<file path="config.mk">
export PLATFORM = sky130hd
export DESIGN_NAME = flash_clkrst_seq
export DESIGN_NICKNAME = d
export VERILOG_FILES = /design/src/rtl/flash_clkrst_seq.sv
export SDC_FILE = /design/constraint.sdc
export NUM_CORES = 1
export LEC_CHECK = 0
export ABC_AREA = 1
export BUFFER_PORTS_ARGS = -buffer_cell sky130_fd_sc_hd__buf_4
export CAP_MARGIN = 20
export CORE_MARGIN = 5
export CORE_UTILIZATION = 30
export CTS_CLUSTER_SIZE = 14
export DETAILED_ROUTE_END_ITERATION = 10
export PLACE_DENSITY_LB_ADDON = 0.12
export REMOVE_ABC_BUFFERS = 1
export SYNTH_ARGS = -nofsm -noshare
export SYNTH_HDL_FRONTEND = slang
export SYNTH_SLANG_ARGS = --single-unit
</file>
<file path="constraint.sdc">
create_clock -name wb_clk_i -period 1.7 [get_ports wb_clk_i]
set_input_delay 0.085 -clock wb_clk_i [delete_from_list [all_inputs] [get_ports wb_clk_i]]
set_output_delay 0.085 -clock wb_clk_i [all_outputs]
set_load 0.005 [all_outputs]
</file>
<file path="src/rtl/flash_clkrst_seq.sv">
// Reset-release sequencer for the flash clock/reset buffer column: holds all far-end
// resets, releases them one by one in index order, then waits for the returned acks.
module flash_clkrst_seq #(
    parameter int NUM_RST   = 12,
    parameter int ACK_W     = 3,
    parameter int HOLD_CYC  = 16,
    parameter int STAGE_GAP = 4,
    parameter int TIMEOUT   = 1023
) (
    input  logic               wb_clk_i,
    input  logic               wb_rst_i,
    input  logic               sw_rst_req_i,
    input  logic [ACK_W-1:0]   ack_i,
    output logic [NUM_RST-1:0] rst_o,
    output logic               busy_o,
    output logic               done_o,
    output logic               err_o
);

    localparam int MAX_HG  = (HOLD_CYC > STAGE_GAP) ? HOLD_CYC : STAGE_GAP;
    localparam int MAX_CYC = (MAX_HG > TIMEOUT) ? MAX_HG : TIMEOUT;
    localparam int CNT_W   = $clog2(MAX_CYC) + 1;
    localparam int IDX_W   = (NUM_RST > 1) ? $clog2(NUM_RST) : 1;

    localparam logic [CNT_W-1:0] CNT_ONE   = CNT_W'(1);
    localparam logic [CNT_W-1:0] HOLD_LAST = CNT_W'(HOLD_CYC - 1);
    localparam logic [CNT_W-1:0] GAP_LAST  = CNT_W'(STAGE_GAP - 1);
    localparam logic [CNT_W-1:0] TO_LAST   = CNT_W'(TIMEOUT - 1);
    localparam logic [IDX_W-1:0] IDX_ONE   = IDX_W'(1);
    localparam logic [IDX_W-1:0] IDX_LAST  = IDX_W'(NUM_RST - 1);

    localparam logic [2:0] S_HOLD     = 3'd0;
    localparam logic [2:0] S_RELEASE  = 3'd1;
    localparam logic [2:0] S_WAIT_ACK = 3'd2;
    localparam logic [2:0] S_DONE     = 3'd3;
    localparam logic [2:0] S_ERROR    = 3'd4;

    logic [ACK_W-1:0]   r_ack_p0;
    logic [ACK_W-1:0]   r_ack_p1;
    logic [2:0]         r_state;
    logic [CNT_W-1:0]   r_cnt;
    logic [IDX_W-1:0]   r_idx;
    logic [NUM_RST-1:0] r_rst;
    logic               r_busy;
    logic               r_done;
    logic               r_err;

    logic               w_ack_ok;
    logic [2:0]         w_state_nxt;
    logic [CNT_W-1:0]   w_cnt_nxt;
    logic [IDX_W-1:0]   w_idx_nxt;
    logic               w_clr;

    // Stage p0/p1: two-flop synchronizer for the asynchronous ack lines
    always_ff @(posedge wb_clk_i) begin
        if (wb_rst_i) begin
            r_ack_p0 <= '0;
            r_ack_p1 <= '0;
        end else begin
            r_ack_p0 <= ack_i;
            r_ack_p1 <= r_ack_p0;
        end
    end

    assign w_ack_ok = &r_ack_p1;

    always_comb begin
        w_state_nxt = r_state;
        w_cnt_nxt   = r_cnt;
        w_idx_nxt   = r_idx;
        w_clr       = 1'b0;
        case (r_state)
            S_HOLD: begin
                if (r_cnt == HOLD_LAST) begin
                    w_cnt_nxt   = '0;
                    w_state_nxt = S_RELEASE;
                end else begin
                    w_cnt_nxt = r_cnt + CNT_ONE;
                end
            end
            S_RELEASE: begin
                if (r_cnt == GAP_LAST) begin
                    w_cnt_nxt = '0;
                    w_clr     = 1'b1;
                    // index saturates at the last line so it never wraps
                    if (r_idx == IDX_LAST) begin
                        w_state_nxt = S_WAIT_ACK;
                    end else begin
                        w_idx_nxt = r_idx + IDX_ONE;
                    end
                end else begin
                    w_cnt_nxt = r_cnt + CNT_ONE;
                end
            end
            S_WAIT_ACK: begin
                // ack is tested first so an ack on the final cycle beats the timeout
                if (w_ack_ok) begin
                    w_state_nxt = S_DONE;
                end else if (r_cnt == TO_LAST) begin
                    w_state_nxt = S_ERROR;
                end else begin
                    w_cnt_nxt = r_cnt + CNT_ONE;
                end
            end
            S_DONE: begin
                if (!w_ack_ok) begin
                    w_state_nxt = S_ERROR;
                end
            end
            S_ERROR: begin
                w_state_nxt = S_ERROR;
            end
            default: begin
                w_state_nxt = S_ERROR;
            end
        endcase
    end

    // Stage boundary: state, counters and registered outputs
    always_ff @(posedge wb_clk_i) begin
        if (wb_rst_i || sw_rst_req_i) begin
            r_state <= S_HOLD;
            r_cnt   <= '0;
            r_idx   <= '0;
            r_rst   <= '1;
            r_busy  <= 1'b1;
            r_done  <= 1'b0;
            r_err   <= 1'b0;
        end else begin
            r_state <= w_state_nxt;
            r_cnt   <= w_cnt_nxt;
            r_idx   <= w_idx_nxt;
            if (w_clr) begin
                r_rst[r_idx] <= 1'b0;
            end
            r_busy <= (w_state_nxt == S_HOLD) || (w_state_nxt == S_RELEASE) ||
                      (w_state_nxt == S_WAIT_ACK);
            r_done <= (w_state_nxt == S_DONE);
            r_err  <= (w_state_nxt == S_ERROR);
        end
    end

    assign rst_o  = r_rst;
    assign busy_o = r_busy;
    assign done_o = r_done;
    assign err_o  = r_err;

endmodule

</file>
==> results of run 1 <==
-- placed cells by master (no fill, tap or decap), drive strengths merged --
master	synthesis	layout
o21bai	1	1
ha	6	6
o211ai	1	1
nor2	36	36
dlygate4sd3	0	5
a31oi	2	2
o21ai	16	16
nand2	63	63
inv	38	38
nand3	32	32
nor3	3	3
xor2	2	2
clkbuf	2	7
clkinv	1	2
dfxtp	39	39
a21oi	9	9
nand4	8	8
buf	1	28
-- final cells by class --
cell class	count	area, um2	share of cell area
multi-input combinational	179	905	0.399
sequential	39	781	0.344
timing repair buffer	33	260	0.115
inverter	39	146	0.0646
tap	75	93.8	0.0414
clock buffer	7	76.3	0.0337
clock inverter	1	5.00	0.00221
-- how the worst max path moves through the flow --
stage	end	slack, ns
floorplan	r_cnt[1]$_SDFFE_PP0P_	0.25
global placement	r_cnt[0]$_SDFFE_PP0P_	0.07
detailed placement	rst_o[10]$_SDFFE_PP1P_	0.12
CTS	rst_o[10]$_SDFFE_PP1P_	0.10
global route	rst_o[2]$_SDFFE_PP1P_	0.009
finish	rst_o[10]$_SDFFE_PP1P_	0.17
-- kinds of logic (layout without fill, tap and decap cells) --
group | Yosys count | after routing | synth area share
compound gates | 29 | 29 | 0.0828
flops | 39 | 39 | 0.424
fa+ha+maj | 6 | 6 | 0.0407
simple gates | 142 | 142 | 0.354
xor+xnor | 2 | 2 | 0.00951
buf+inv | 42 | 80 | 0.0896
-- power breakdown --
| part | internal (mW) | switching [mW] |
|---|---|---|
| Clock | 0.288 | 0.313 |
| Sequential | 0.922 | 0.00355 |
| Combinational | 0.0265 | 0.0303 |
| Total | 1.24 | 0.347 |
-- flip-flops by register name (all words and copies together), names as in the netlist --
signal and flops:
r_cnt 11, r_idx 4, done_o 1, r_state 3, busy_o 1, rst_o 12, r_ack_p0 3, r_ack_p1 3
err_o 1
-- through the flow --
step / setup slack [ns] / util
2_1_floorplan: 0.248 / -
4_1_cts: 0.103 / 0.379
5_1_grt: 0.00895 / 0.381
3_5_place_dp: 0.123 / 0.357
6_report: 0.175 / 0.381
3_3_place_gp: 0.0746 / 0.357
-- critical path, cell delays in order, from the launching register on --
cell and delay, ns:
sky130_fd_sc_hd__dfxtp_1 0.39, sky130_fd_sc_hd__ha_2 0.23, sky130_fd_sc_hd__nand3_2 0.12, sky130_fd_sc_hd__inv_2 0.09
sky130_fd_sc_hd__nand3_2 0.14, sky130_fd_sc_hd__inv_2 0.11, sky130_fd_sc_hd__nand2_1 0.10, sky130_fd_sc_hd__o21ai_0 0.16
sky130_fd_sc_hd__nand2_1 0.07
-- routing by layer --
metal  vias up  part of all wire  routed length, um  GRT usage
met3         7             0.032                140     0.0279
met4         0             0.019                 82     0.0577
met5         -                 0                  0          0
met2        26              0.45               1920      0.184
met1       734              0.50               2160      0.154
li1        908                 -                  -          -
-- repair_timing --
item                                   4_1_cts  5_1_grt
gates resized for setup                      0        4
setup endpoints to repair                    0       16
setup buffers                                0        0
hold buffers                                 5        0
endpoints found under the hold margin        4        0
==> Implementation_results.wiki, run 1 <==
{| class="wikitable"
! Metric !! Value
|-
| Detail-routed net length per standard cell || 11.6 um
|-
| Core area || 5960 um2
|-
| Max capacitance violation total || 0
|-
| Power density over the cells || 698 nW/um2
|-
| Detailed-route vias per instance || 4.49
|-
| Number of synthesized flops with an enable pin || 0
|-
| Time the worst path needs with I/O delays and setup || 1.53 ns
|-
| Length of the first detailed-routing pass in iterations || 4
|-
| Register-to-Register Path Depth || 8
|-
| Flop and latch count out of synthesis || 39
|-
| Highest clock frequency the design can meet || 0.656 GHz
|-
| TritonCTS Buffers || 5
|-
| Finish-stage setup viols || 0
|-
| Synth cell count leaders || 60 x sky130_fd_sc_hd__nand2_1, 39 x sky130_fd_sc_hd__dfxtp_1, 35 x sky130_fd_sc_hd__inv_1
|-
| Max Fanout on Critical Path || 6
|-
| Final Hold Violating Endpoints || 0
|-
| Count of buffers from port buffering || 20
|-
| Proportion of synthesized chip area in sequential cells || 0.424
|-
| Total number of vias || 1675
|-
| I/O pin count || 21
|-
| Leading area contributor after synthesis || sky130_fd_sc_hd__dfxtp_1
|-
| Initial antenna violation count || 0
|-
| Routed Antenna Nets || 0
|-
| Clock Root Buffer || sky130_fd_sc_hd__clkbuf_8
|-
| Worst voltage drop across the vdd grid || 0.468 mV
|-
| Synth Flop Type || sky130_fd_sc_hd__dfxtp_1
|-
| Outcome || finished clean
|-
| Post-route total power || 1.58 mW
|-
| Floorplan die width || 88.4 um
|-
| Number of fill cells in the layout || 670
|-
| Synth top area share || 0.424
|-
| Count leader, synth || sky130_fd_sc_hd__nand2_1
|-
| Number of design-rule violations left by the first detailed-router iteration || 109
|-
| Worst Min Path Start || ack_i[0]
|-
| Post-Syn Area per Cell || 7.09 um2
|-
| Slew @ Worst Pin || 0.363 ns
|-
| Antenna Cells || 0
|-
| Number of non-filler instances in the completed layout || 373
|-
| Flop2flop setup slack || 0.17 ns
|-
| Final non-filler cell area || 2270 um2
|-
| TritonCTS clock tree || yes
|-
| Vias in the first global route || 1648
|-
| Number of cells traversed by the worst hold path || 3
|-
| Total negative slack || 0 ns
|-
| Total leakage power || 0.958 nW
|-
| Critical Path Sink Type || flop
|-
| Worst hold-check path type || input port to flop
|-
| # nets final || 309
|-
| Layout overhead on the synthesized area || 23.0%
|-
| GP Congestion || 0.780
|-
| Share of post-route cells with drive strength above 1 || 0.164
|-
| Hold worst-path end || r_ack_p0[0]$_SDFF_PP0_
|-
| Worst flop-to-flop path startpoint || r_cnt[1]$_SDFFE_PP0P_
|-
| Smallest hold slack || 0.00629 ns
|-
| CP Launch Point || r_cnt[1]$_SDFFE_PP0P_
|-
| Post-synthesis instance total || 260
|-
| Total Wirelength || 4310 um
|-
| Arr. time, crit path || 1.70 ns
|-
| Worst slew slack as a fraction of its limit || 0.757
|-
| Share of async-settable or async-resettable flops after synthesis || 0
|-
| Worst setup SP type || flop
|-
| Worst Skew || 0.00403 ns
|-
| Half-perimeter wire length after detailed placement || 3130 um
|-
| Count of yosys warnings during synthesis || 0
|-
| Htree depth || 2
|-
| Number of slew-limit violations in the final report || 0
|-
| Sum of overflow across all layers after global routing || 0
|-
| Std-Cell Rows || 28
|-
| Number of placed instances with taps included || 360
|-
| Cell variety after synth || 25
|-
| Setup repair after global routing missed its margin || false
|-
| DR DRC count || 0
|-
| Top cells by area in the synthesized netlist || sky130_fd_sc_hd__dfxtp_1 42%, sky130_fd_sc_hd__nand2_1 12%, sky130_fd_sc_hd__nand3_1 8.1%
|-
| Starting density of the core || 0.309
|-
| Die extent in y || 88.4 um
|-
| Clk Latency, worst-skew pair || 0.28 ns
|-
| DP Area || 2130 um2
|-
| Total number of clock tree sinks || 39
|-
| Clock-pin slew of the registers on the worst-case setup and hold paths || 0.07 ns
|-
| All-layer global routing usage || 0.118
|-
| End of the worst register-to-register path || rst_o[10]$_SDFFE_PP1P_
|-
| Worst setup path category || flop to flop
|-
| Die outline area || 7810 um2
|-
| Post-synthesis instance area || 1840 um2
|-
| Crit share post-route || 0.897
|-
| CP Data Required Time || 1.88 ns
|-
| Clock Tree Buf Depth || 2
|-
| Global-route wire length before repair || 7220 um
|-
| Maximum number of pins on one net before global-route repair || 17
|}
Power figures use the tool's default switching activity.
==> run 2: changes to the inputs <==
--- a/config.mk
+++ b/config.mk
@@ -5,7 +5,6 @@
 export SDC_FILE = /design/constraint.sdc
 export NUM_CORES = 1
 export LEC_CHECK = 0
-export ABC_AREA = 1
 export BUFFER_PORTS_ARGS = -buffer_cell sky130_fd_sc_hd__buf_4
 export CAP_MARGIN = 20
 export CORE_MARGIN = 5
==> Implementation_results.wiki, run 2 <==
{| class="wikitable"
! Metric !! Value
|-
| Proportion of synthesized chip area in sequential cells || 0.448
|-
| Worst setup SP type || flop
|-
| Highest-count cells in the layout ignoring fill and taps || 39 x sky130_fd_sc_hd__buf_4, 35 x sky130_fd_sc_hd__dfxtp_1, 13 x sky130_fd_sc_hd__nor2_1
|-
| Die outline area || 7440 um2
|-
| Global-route wire length before repair || 6960 um
|-
| Half-perimeter wire length after detailed placement || 2920 um
|-
| Count of buffers from port buffering || 20
|-
| Register cell area after layout || 791 um2
|-
| Worst setup path category || flop to flop
|-
| Worst Skew || 0.00712 ns
|-
| Worst hold-check path type || input port to flop
|-
| Clock-pin slew of the registers on the worst-case setup and hold paths || 0.07 ns
|-
| Maximum number of pins on one net before global-route repair || 24
|-
| # nets final || 241
|-
| Clk Latency, worst-skew pair || 0.28 ns
|-
| Max FFs per register || 12
|-
| Flop2flop setup slack || -0.1 ns
|-
| Antenna Cells || 0
|-
| Clock Tree Buf Depth || 2
|-
| TritonCTS Buffers || 5
|-
| Final core area utilization || 0.427
|-
| Number of non-filler instances in the completed layout || 300
|-
| Cell variety after synth || 43
|-
| Flop and latch count out of synthesis || 39
|-
| Clock Root Buffer || sky130_fd_sc_hd__clkbuf_8
|-
| Highest clock frequency the design can meet || 0.557 GHz
|-
| Number of placed instances with taps included || 287
|-
| Total Wirelength || 4700 um
|-
| Number of fill cells in the layout || 563
|-
| Critical Path Sink Type || flop
|-
| Htree depth || 2
|-
| Post-route total power || 1.56 mW
|-
| Least setup slack across all paths after layout || -0.0956 ns
|-
| Layout overhead on the synthesized area || 36.4%
|-
| Share of post-route cells with drive strength above 1 || 0.395
|-
| Total leakage power || 0.803 nW
|-
| Core area || 5570 um2
|-
| Worst slew slack as a fraction of its limit || 0.710
|-
| Total number of vias || 1678
|-
| Count of yosys warnings during synthesis || 0
|-
| Outcome || finished with violations
|-
| Detail-routed net length per standard cell || 15.7 um
|-
| Final Hold Violating Endpoints || 0
|-
| Std-Cell Rows || 27
|-
| Worst voltage drop across the vdd grid || 0.434 mV
|-
| Total negative slack || -0.200 ns
|-
| Synth Flop Type || sky130_fd_sc_hd__dfxtp_1
|-
| Violated checks || setup timing
|-
| Leading area contributor after synthesis || sky130_fd_sc_hd__dfxtp_1
|-
| Setup repair after global routing missed its margin || true
|-
| DR DRC count || 0
|-
| Floorplan die width || 86.3 um
|-
| Count leader, synth || sky130_fd_sc_hd__dfxtp_1
|-
| All-layer global routing usage || 0.116
|-
| Number of slew-limit violations in the final report || 0
|-
| Post-synthesis instance total || 188
|-
| Detailed-route vias per instance || 5.59
|-
| I/O pin count || 21
|-
| Total number of clock tree sinks || 39
|-
| Smallest hold slack || 0.0121 ns
|-
| CP Data Required Time || 1.92 ns
|-
| Synth top area share || 0.448
|-
| Sum of overflow across all layers after global routing || 0
|-
| Time the worst path needs with I/O delays and setup || 1.80 ns
|-
| Length of the first detailed-routing pass in iterations || 5
|-
| Top cells by area in the synthesized netlist || sky130_fd_sc_hd__dfxtp_1 45%, sky130_fd_sc_hd__a21oi_1 5.2%, sky130_fd_sc_hd__a31oi_1 4.3%
|-
| Arr. time, crit path || 2.01 ns
|-
| TritonCTS clock tree || yes
|-
| Number of synthesized flops with an enable pin || 0
|-
| GP Congestion || 0.752
|-
| Routed Antenna Nets || 0
|-
| Post-Syn Area per Cell || 9.28 um2
|-
| Vias in the first global route || 1443
|-
| Max capacitance violation total || 0
|-
| Initial antenna violation count || 0
|-
| Post-synthesis instance area || 1740 um2
|-
| Share of async-settable or async-resettable flops after synthesis || 0
|-
| Power density over the cells || 656 nW/um2
|-
| Number of design-rule violations left by the first detailed-router iteration || 88
|-
| Die extent in y || 86.3 um
|-
| Leading cell type in the layout, fill and taps excluded || sky130_fd_sc_hd__buf_4
|-
| Synth cell count leaders || 39 x sky130_fd_sc_hd__dfxtp_1, 18 x sky130_fd_sc_hd__a21oi_1, 14 x sky130_fd_sc_hd__nor2_1
|-
| Starting density of the core || 0.313
|-
| Finish-stage setup viols || 4
|-
| Slew @ Worst Pin || 0.434 ns
|-
| Max Fanout on Critical Path || 4
|-
| Multi-input gate area in the final layout || 1060 um2
|-
| Crit share post-route || 1.06
|}
==> run 2: cell count changes after synthesis, sizes merged, moves of 10 or more <==
cell,delta
nand2,-59
a31oi,+10
nand3,-24
nor2,-22
inv,-32
==> run 2: path summary, 6_finish.rpt <==
kind / from / to / cells after the start
setup reg to reg: r_cnt[1]$_SDFFE_PP0P_ / r_cnt[10]$_SDFFE_PP0P_ / 6
setup / recovery: r_cnt[1]$_SDFFE_PP0P_ / r_cnt[10]$_SDFFE_PP0P_ / 6
hold reg to reg: r_ack_p0[0]$_SDFF_PP0_ / r_ack_p1[0]$_SDFF_PP0_ / 1
hold / removal: ack_i[2] / r_ack_p0[2]$_SDFF_PP0_ / 2
==> run 2: metrics by stage <==
| step | worst slack, ns | cell area (um2) |
|---|---|---|
| floorplan | -0.254 | 1680 |
| detailed placement | -0.0804 | 2070 |
| CTS | -0.0387 | 2220 |
| global route | -0.116 | 2380 |
| finish | -0.0956 | 2380 |
| global placement | -0.127 | 2070 |
==> run 2: cells by family after synthesis <==
logic type | Yosys count | synth area share
AO/OA/AOI/OAI | 53 | 0.189
adder cells (fa/ha/maj) | 6 | 0.0430
buffers and inverters | 17 | 0.0481
flip-flops | 39 | 0.448
multiplexers | 1 | 0.00574
AND/OR/NAND/NOR | 72 | 0.266
==> run 2: cell type report <==
class,instances,share of cell area
Timing Repair Buffer,43,0.146
Multi-Input combinational cell,134,0.444
Clock buffer,6,0.0305
Tap cell,72,0.0379
Sequential cell,39,0.332
Inverter,6,0.00946
==> run 2: what timing repair did <==
action	in CTS	in global routing
gates resized for setup	13	33
endpoints found under the hold margin	0	0
setup endpoints to repair	27	29
gates cloned	2	1
pin swaps	15	8
hold buffers	0	0
buffers inserted	1	3
==> run 2: worst max-delay path, cell delays in order (launching register included) <==
cell and delay [ns]:
sky130_fd_sc_hd__dfxtp_4 0.36, sky130_fd_sc_hd__buf_6 0.12, sky130_fd_sc_hd__ha_4 0.15, sky130_fd_sc_hd__and4b_2 0.23, sky130_fd_sc_hd__a41o_1 0.27, sky130_fd_sc_hd__or4_4 0.49, sky130_fd_sc_hd__a21oi_2 0.12
==> run 2: where the power goes <==
part	internal, mW	leakage [nW]	total, mW	switching (mW)
registers	0.921	0.319	0.926	0.00536
logic	0.0331	0.447	0.0692	0.0360
clock network	0.273	0.0371	0.566	0.292
total	1.23	0.803	1.56	0.334
==> run 2: routing by layer <==
layer,wire [um],global-route usage
met4,127,0.0340
met2,2160,0.186
met5,0,0
met1,2070,0.150
met3,344,0.0371
